<file path="config.mk">
export PLATFORM = sky130hd
export DESIGN_NAME = correlator_channel
export DESIGN_NICKNAME = d
export VERILOG_FILES = /design/src/rtl/correlator_channel.sv
export SDC_FILE = /design/constraint.sdc
export NUM_CORES = 1
export LEC_CHECK = 0
export ABC_AREA = 1
export CAP_MARGIN = 30
export CORE_MARGIN = 1.5
export CORE_UTILIZATION = 55
export DETAILED_ROUTE_END_ITERATION = 6
export HOLD_SLACK_MARGIN = 0.06
export PLACE_DENSITY = 0.77
export SLEW_MARGIN = 10
export SYNTH_ARGS = -nofsm -noshare
export SYNTH_HDL_FRONTEND = slang
export SYNTH_SLANG_ARGS = --single-unit
export TNS_END_PERCENT = 100
</file>
<file path="constraint.sdc">
create_clock -name clk -period 5.27 [get_ports clk]
set_input_delay 0.527 -clock clk [delete_from_list [all_inputs] [get_ports clk]]
set_output_delay 0.527 -clock clk [all_outputs]
set_load 0.005 [all_outputs]
</file>
<file path="src/rtl/correlator_channel.sv">
// correlator_channel: one lag of the correlator.
// Multiplies the direct sample by the delayed sample from the delay line,
// accumulates the products and sample count, and on a dump request hands
// the totals to a valid/ack output register while restarting accumulation
// without losing any sample.
//
// Optional feature: define CORRELATOR_CHANNEL_SATURATE_EN to make the
// accumulator, the sample counter and the snapshot arithmetic clamp at
// their all-ones value instead of wrapping.
module correlator_channel #(
    parameter int DIM   = 16,
    parameter int ACC_W = 48,
    parameter int CNT_W = 32
) (
    input  logic             clk,
    input  logic             clr,
    input  logic             stall,
    input  logic             in_valid,
    input  logic [DIM-1:0]   direct_data,
    input  logic [DIM-1:0]   delayed_data,
    input  logic             dump,
    output logic             out_valid,
    input  logic             out_ack,
    output logic [ACC_W-1:0] out_acc,
    output logic [CNT_W-1:0] out_cnt,
    output logic             overrun
);

    localparam int PROD_W = 2 * DIM;

    typedef enum logic {
        OUT_EMPTY = 1'b0,
        OUT_FULL  = 1'b1
    } out_state_t;

    // Stage 1: registered product plus the valid and dump markers that travel with it
    logic [PROD_W-1:0] prod_q, prod_d;
    logic              v1_q, v1_d;
    logic              d1_q, d1_d;

    // Stage 2: running totals since the last dump
    logic [ACC_W-1:0]  acc_q, acc_d;
    logic [CNT_W-1:0]  cnt_q, cnt_d;

    // Output snapshot register and its handshake state
    out_state_t        state_q, state_d;
    logic [ACC_W-1:0]  out_acc_q, out_acc_d;
    logic [CNT_W-1:0]  out_cnt_q, out_cnt_d;
    logic              overrun_q, overrun_d;

    // Totals including the product currently sitting in stage 1
    logic [ACC_W-1:0]  acc_next;
    logic [CNT_W-1:0]  cnt_next;

    // High for the one edge in which stage 2 hands a snapshot to the output
    logic              snap_valid;

    // Stage 1: capture the product and markers of the incoming pair unless frozen
    always_comb begin
        prod_d = prod_q;
        v1_d   = v1_q;
        d1_d   = d1_q;
        if (!stall) begin
            prod_d = PROD_W'(direct_data) * PROD_W'(delayed_data);
            v1_d   = in_valid;
            d1_d   = dump;
        end
    end

`ifdef CORRELATOR_CHANNEL_SATURATE_EN
    localparam int ACC_SUM_W = ACC_W + 1;
    localparam int CNT_SUM_W = CNT_W + 1;

    logic [ACC_SUM_W-1:0] acc_sum;
    logic [CNT_SUM_W-1:0] cnt_sum;

    // Add the stage 1 product with one carry bit and clamp when it overflows
    always_comb begin
        acc_sum  = ACC_SUM_W'(acc_q) + (v1_q ? ACC_SUM_W'(prod_q) : '0);
        cnt_sum  = CNT_SUM_W'(cnt_q) + CNT_SUM_W'(v1_q);
        acc_next = acc_sum[ACC_W] ? '1 : acc_sum[ACC_W-1:0];
        cnt_next = cnt_sum[CNT_W] ? '1 : cnt_sum[CNT_W-1:0];
    end
`else
    // Add the stage 1 product, letting the totals wrap at their width
    always_comb begin
        acc_next = acc_q + (v1_q ? ACC_W'(prod_q) : '0);
        cnt_next = cnt_q + CNT_W'(v1_q);
    end
`endif

    // Stage 2: accumulate, or hand the totals off as a snapshot and restart from zero
    always_comb begin
        acc_d      = acc_q;
        cnt_d      = cnt_q;
        snap_valid = 1'b0;
        if (!stall) begin
            if (d1_q) begin
                acc_d      = '0;
                cnt_d      = '0;
                snap_valid = 1'b1;
            end else begin
                acc_d = acc_next;
                cnt_d = cnt_next;
            end
        end
    end

    // Output handshake: load into an empty slot, replace on a same-cycle ack, otherwise drop and flag
    always_comb begin
        state_d   = state_q;
        out_acc_d = out_acc_q;
        out_cnt_d = out_cnt_q;
        overrun_d = overrun_q;
        case (state_q)
            OUT_EMPTY: begin
                if (snap_valid) begin
                    out_acc_d = acc_next;
                    out_cnt_d = cnt_next;
                    state_d   = OUT_FULL;
                end
            end
            OUT_FULL: begin
                if (snap_valid && out_ack) begin
                    out_acc_d = acc_next;
                    out_cnt_d = cnt_next;
                end else if (snap_valid) begin
                    overrun_d = 1'b1;
                end else if (out_ack) begin
                    state_d = OUT_EMPTY;
                end
            end
            default: begin
                state_d = OUT_EMPTY;
            end
        endcase
    end

    // State registers; clr wipes the pipeline, any pending snapshot and the output
    always_ff @(posedge clk) begin
        if (clr) begin
            prod_q    <= '0;
            v1_q      <= 1'b0;
            d1_q      <= 1'b0;
            acc_q     <= '0;
            cnt_q     <= '0;
            state_q   <= OUT_EMPTY;
            out_acc_q <= '0;
            out_cnt_q <= '0;
            overrun_q <= 1'b0;
        end else begin
            prod_q    <= prod_d;
            v1_q      <= v1_d;
            d1_q      <= d1_d;
            acc_q     <= acc_d;
            cnt_q     <= cnt_d;
            state_q   <= state_d;
            out_acc_q <= out_acc_d;
            out_cnt_q <= out_cnt_d;
            overrun_q <= overrun_d;
        end
    end

    assign out_valid = (state_q == OUT_FULL);
    assign out_acc   = out_acc_q;
    assign out_cnt   = out_cnt_q;
    assign overrun   = overrun_q;

endmodule

</file>
==> results.txt <==
----------------------------------------------------
[Logic synthesis]
  Post-synth ARST share ... 0
  Count of yosys warnings during synthesis ... 0
  Post-synthesis cell count ... 3,195
  Library cells used by synthesis ... 40
  Most instantiated flip-flop cell in the synthesis netlist ... sky130_fd_sc_hd__dfxtp_1
  Mean post-synth cell area ... 6.492 um2
  Post-synthesis sequential element count ... 196
  Post-Synthesis Cell Area ... 20,740 um2
  Syn nets ... 3,566
  Post-synthesis sequential area ratio ... 0.1892
  Number of flops mapped to enable cells by yosys ... 0

[Critical path]
  Crit Reg-Reg Startpoint ... v1_q
  Critical register-to-register path endpoint ... out_acc[32]
  Critical path's most frequent cell ... sky130_fd_sc_hd__fa_1
  Worst endpoint data arrival time ... 5490 ps
  Worst-case register-to-register setup slack ... 2160 ps
  Slowest-stage cell, CP ... sky130_fd_sc_hd__fa_1
  Critical path peak fanout ... 6
  Setup CP Type ... primary input to register
  Cell count of the worst reg-to-reg path ... 17
  Delay contributed by the slowest stage of the critical path ... 590 ps
  Worst setup EP type ... register
  Startpoint of the worst setup timing path ... direct_data[12]
  Startpoint type of the worst setup path ... primary input
  Required time of the critical path ... 5650 ps

[Route]
  Detailed-route vias per instance ... 5.132
  Post-route met1 wirelength ... 25,530 um
  Routed Antenna Nets ... 0
  Routed wire length on met2 ... 28,550 um
  WL per Instance ... 15.04 um
  Met3 wire length ... 3032 um
  DR top layer ... met4
  Total Wirelength ... 58,750 um
  DR pass1 iterations ... 5
  Initial drt markers ... 1,253
  Remaining routing DRC violations ... 0
  DR vias ... 20,050

[Layout]
  Filler Cell Count ... 3,205
  Most common cell after layout, fill and taps aside ... sky130_fd_sc_hd__nand2_1
  Most frequent cells in the layout ... 927 x sky130_fd_sc_hd__nand2_1, 674 x sky130_fd_sc_hd__inv_1, 257 x sky130_fd_sc_hd__nor2_1
  Post-synthesis to final-layout area growth ... 20.33%
  Diodes inserted ... 0
  Number of standard cells in the final layout excluding fillers ... 3,906
  Total number of nets in the final design ... 3,760
  Ratio of cells with drive above 1 in the final layout ... 0.1243

[Pwr]
  Int Pwr ... 0.008480 W
  Max VDD drop ... 1201 uV
  Fraction of power spent switching nets ... 0.4971
  Sequential share of power ... 0.100
  Proportion of power drawn by the clock network ... 0.081
  Design Power ... 0.01686 W
  Share of power burned in combinational logic ... 0.819
  Switch Pwr ... 0.008381 W
  Pwr/cell area ... 675.5 nW/um2
  Leak ... 13.74 nW

[Global route]
  Total routing resource utilization after global routing ... 0.3120
  Initial antenna violation count ... 0
  Wire length of the first global-routing pass ... 97,170 um
  Remaining global-route overflow ... 0
  Number of global-route vias before repair ... 19,880
  Pin count of the biggest net entering global routing ... 81

[Timing]
  Count of final max-slew check failures ... 0
  Count of final setup violators ... 0
  Final Cycle Share ... 0.9688
  Clock tree skew after final layout ... 12.22 ps
  Final worst path period need ... 5105 ps
  Achievable clock frequency ... 195.9 MHz
  Final hold violations ... 0
  Transition time of the tightest slew-check pin ... 940.8 ps
  Final setup slack of the worst path ... 164.5 ps
  Relative slew margins ... 0.3728
  Total negative slack for setup checks ... 0 ps
  Final hold slack ... 474.1 ps

[Floorplanning]
  Die area ... 38,890 um2
  Die Span X ... 197.2 um
  Cell row count ... 70
  IO Pins ... 120
  Die height ... 197.2 um
  Initial standard-cell utilization of the core ... 0.5625
  Core outline area ... 36,870 um2

[CTS]
  Clock-pin slew of the registers on the worst-case setup and hold paths ... 90 ps
  Master cell of the clock root buffer ... sky130_fd_sc_hd__clkbuf_16
  TritonCTS clock tree ... done
  Number of H-tree branching levels ... 4
  Number of clock buffers inserted by TritonCTS ... 17
  Number of clock sinks ... 196
  Maximum clock insertion buffer count ... 2
  Hold buffers post-CTS ... 0
  Clock latency on the worst-skew pair ... 480 ps

[Hold path]
  Min-delay worst type ... register to register
  Hold-critical path depth ... 2
  Startpoint of the lowest-slack hold path ... acc_q[6]
  WHS Endpoint ... acc_q[6]

[Placement]
  Final weighted congestion in routability-driven placement ... 0.9563
  Post-placement cell count ... 3,839
  Worst-case setup slack after placement ... -946.5 ps
  Count of buffers inserted at the top-level ports ... 119
  Post-detailed-placement half-perimeter wirelength ... 46,440 um

[Flow run]
  Max-capacitance violation count ... 0

[Outcome]
  Result of the run ... finished clean

----------------------------------------------------
per-stage QoR:
stage,instance area [um2],util
6_report,24960,0.6769
5_1_grt,24960,0.6769
4_1_cts,24560,0.6660
3_5_place_dp,23380,0.6340
3_3_place_gp,23380,0.6340
2_1_floorplan,21040,-
cell type report:
type / count / area (um2) / share of cell area
Tap cell: 504 / 630.6 / 0.02527
Multi-Input combinational cell: 2154 / 14290 / 0.5727
Sequential cell: 196 / 3924 / 0.1572
Clock buffer: 17 / 425.4 / 0.01704
Timing Repair Buffer: 306 / 2800 / 0.1122
Clock inverter: 15 / 196.4 / 0.007870
Inverter: 714 / 2689 / 0.1077
sequential cells by signal, indices dropped and copies added (netlist names):
signal,count
acc_q,48
cnt_q,32
d1_q,1
out_acc,48
out_cnt,32
out_valid,1
overrun,1
prod_q,32
v1_q,1
cells by family (layout without fill, tap and decap cells):
group | after synthesis | after routing | synth area share
buffers and inverters | 845 | 1052 | 0.1542
flip-flops | 196 | 196 | 0.1892
AND/OR/NAND/NOR | 1462 | 1462 | 0.2865
adder cells (fa/ha/maj) | 333 | 333 | 0.2714
XOR/XNOR | 44 | 44 | 0.01858
AO/OA/AOI/OAI | 315 | 315 | 0.08011
worst max-delay path: cells and delay by family:
kind                       cells  cell delay (ps)
buffers and inverters          9              720
and+or+nand+nor               10              870
adders and majority gates      7             3360
repair_timing:
action	4_1_cts	5_1_grt
buffers inserted	12	15
pin swaps	47	64
setup endpoints to repair	21	22
resized for setup	134	138
gates cloned	5	2
how the worst max path moves through the flow:
stage,end,cells past startpoint
CTS,prod_q[29],25
global route,prod_q[28],26
detailed placement,prod_q[29],25
finish,prod_q[28],26
floorplan,prod_q[28],27
global placement,prod_q[29],25
cells in the mapped netlist, types with 5 or more instances:
| library cell | n | area, um2 |
|---|---|---|
| sky130_fd_sc_hd__a21o_1 | 11 | 82.58 |
| sky130_fd_sc_hd__a21oi_1 | 166 | 830.8 |
| sky130_fd_sc_hd__buf_1 | 5 | 18.77 |
| sky130_fd_sc_hd__buf_2 | 16 | 80.08 |
| sky130_fd_sc_hd__clkbuf_1 | 108 | 405.4 |
| sky130_fd_sc_hd__dfxtp_1 | 196 | 3924 |
| sky130_fd_sc_hd__fa_1 | 195 | 3904 |
| sky130_fd_sc_hd__ha_1 | 138 | 1727 |
| sky130_fd_sc_hd__inv_1 | 702 | 2635 |
| sky130_fd_sc_hd__inv_2 | 12 | 45.04 |
| sky130_fd_sc_hd__nand2_1 | 955 | 3585 |
| sky130_fd_sc_hd__nand3_1 | 133 | 665.6 |
| sky130_fd_sc_hd__nand3b_1 | 9 | 67.56 |
| sky130_fd_sc_hd__nand4_1 | 29 | 181.4 |
| sky130_fd_sc_hd__nor2_1 | 273 | 1025 |
| sky130_fd_sc_hd__nor2_2 | 9 | 56.30 |
| sky130_fd_sc_hd__nor3_1 | 22 | 110.1 |
| sky130_fd_sc_hd__nor3_2 | 6 | 60.06 |
| sky130_fd_sc_hd__o211ai_1 | 5 | 37.54 |
| sky130_fd_sc_hd__o21ai_0 | 114 | 570.6 |
| sky130_fd_sc_hd__o21ai_1 | 5 | 25.02 |
| sky130_fd_sc_hd__or2_1 | 5 | 31.28 |
| sky130_fd_sc_hd__or2_2 | 8 | 50.05 |
| sky130_fd_sc_hd__xnor2_1 | 5 | 43.79 |
| sky130_fd_sc_hd__xor2_1 | 39 | 341.6 |
layer usage:
| layer | vias to the layer above | global-route usage |
|---|---|---|
| met3 | 111 | 0.03295 |
| li1 | 9919 | - |
| met1 | 9430 | 0.4037 |
| met2 | 585 | 0.5463 |
| met4 | 0 | 0.09782 |
| met5 | - | 0 |
power by group through the flow:
stage / Combinational [W] / Clock [W] / Sequential (W)
2_1_floorplan: 0.00639 / 0 / 0.00170
3_3_place_gp: 0.0103 / 0 / 0.00171
3_5_place_dp: 0.0104 / 0 / 0.00172
4_1_cts: 0.0123 / 0.00139 / 0.00168
5_1_grt: 0.0152 / 0.00144 / 0.00170
6_report: 0.0138 / 0.00136 / 0.00168
Note: power is estimated with default switching activity, not from simulation.
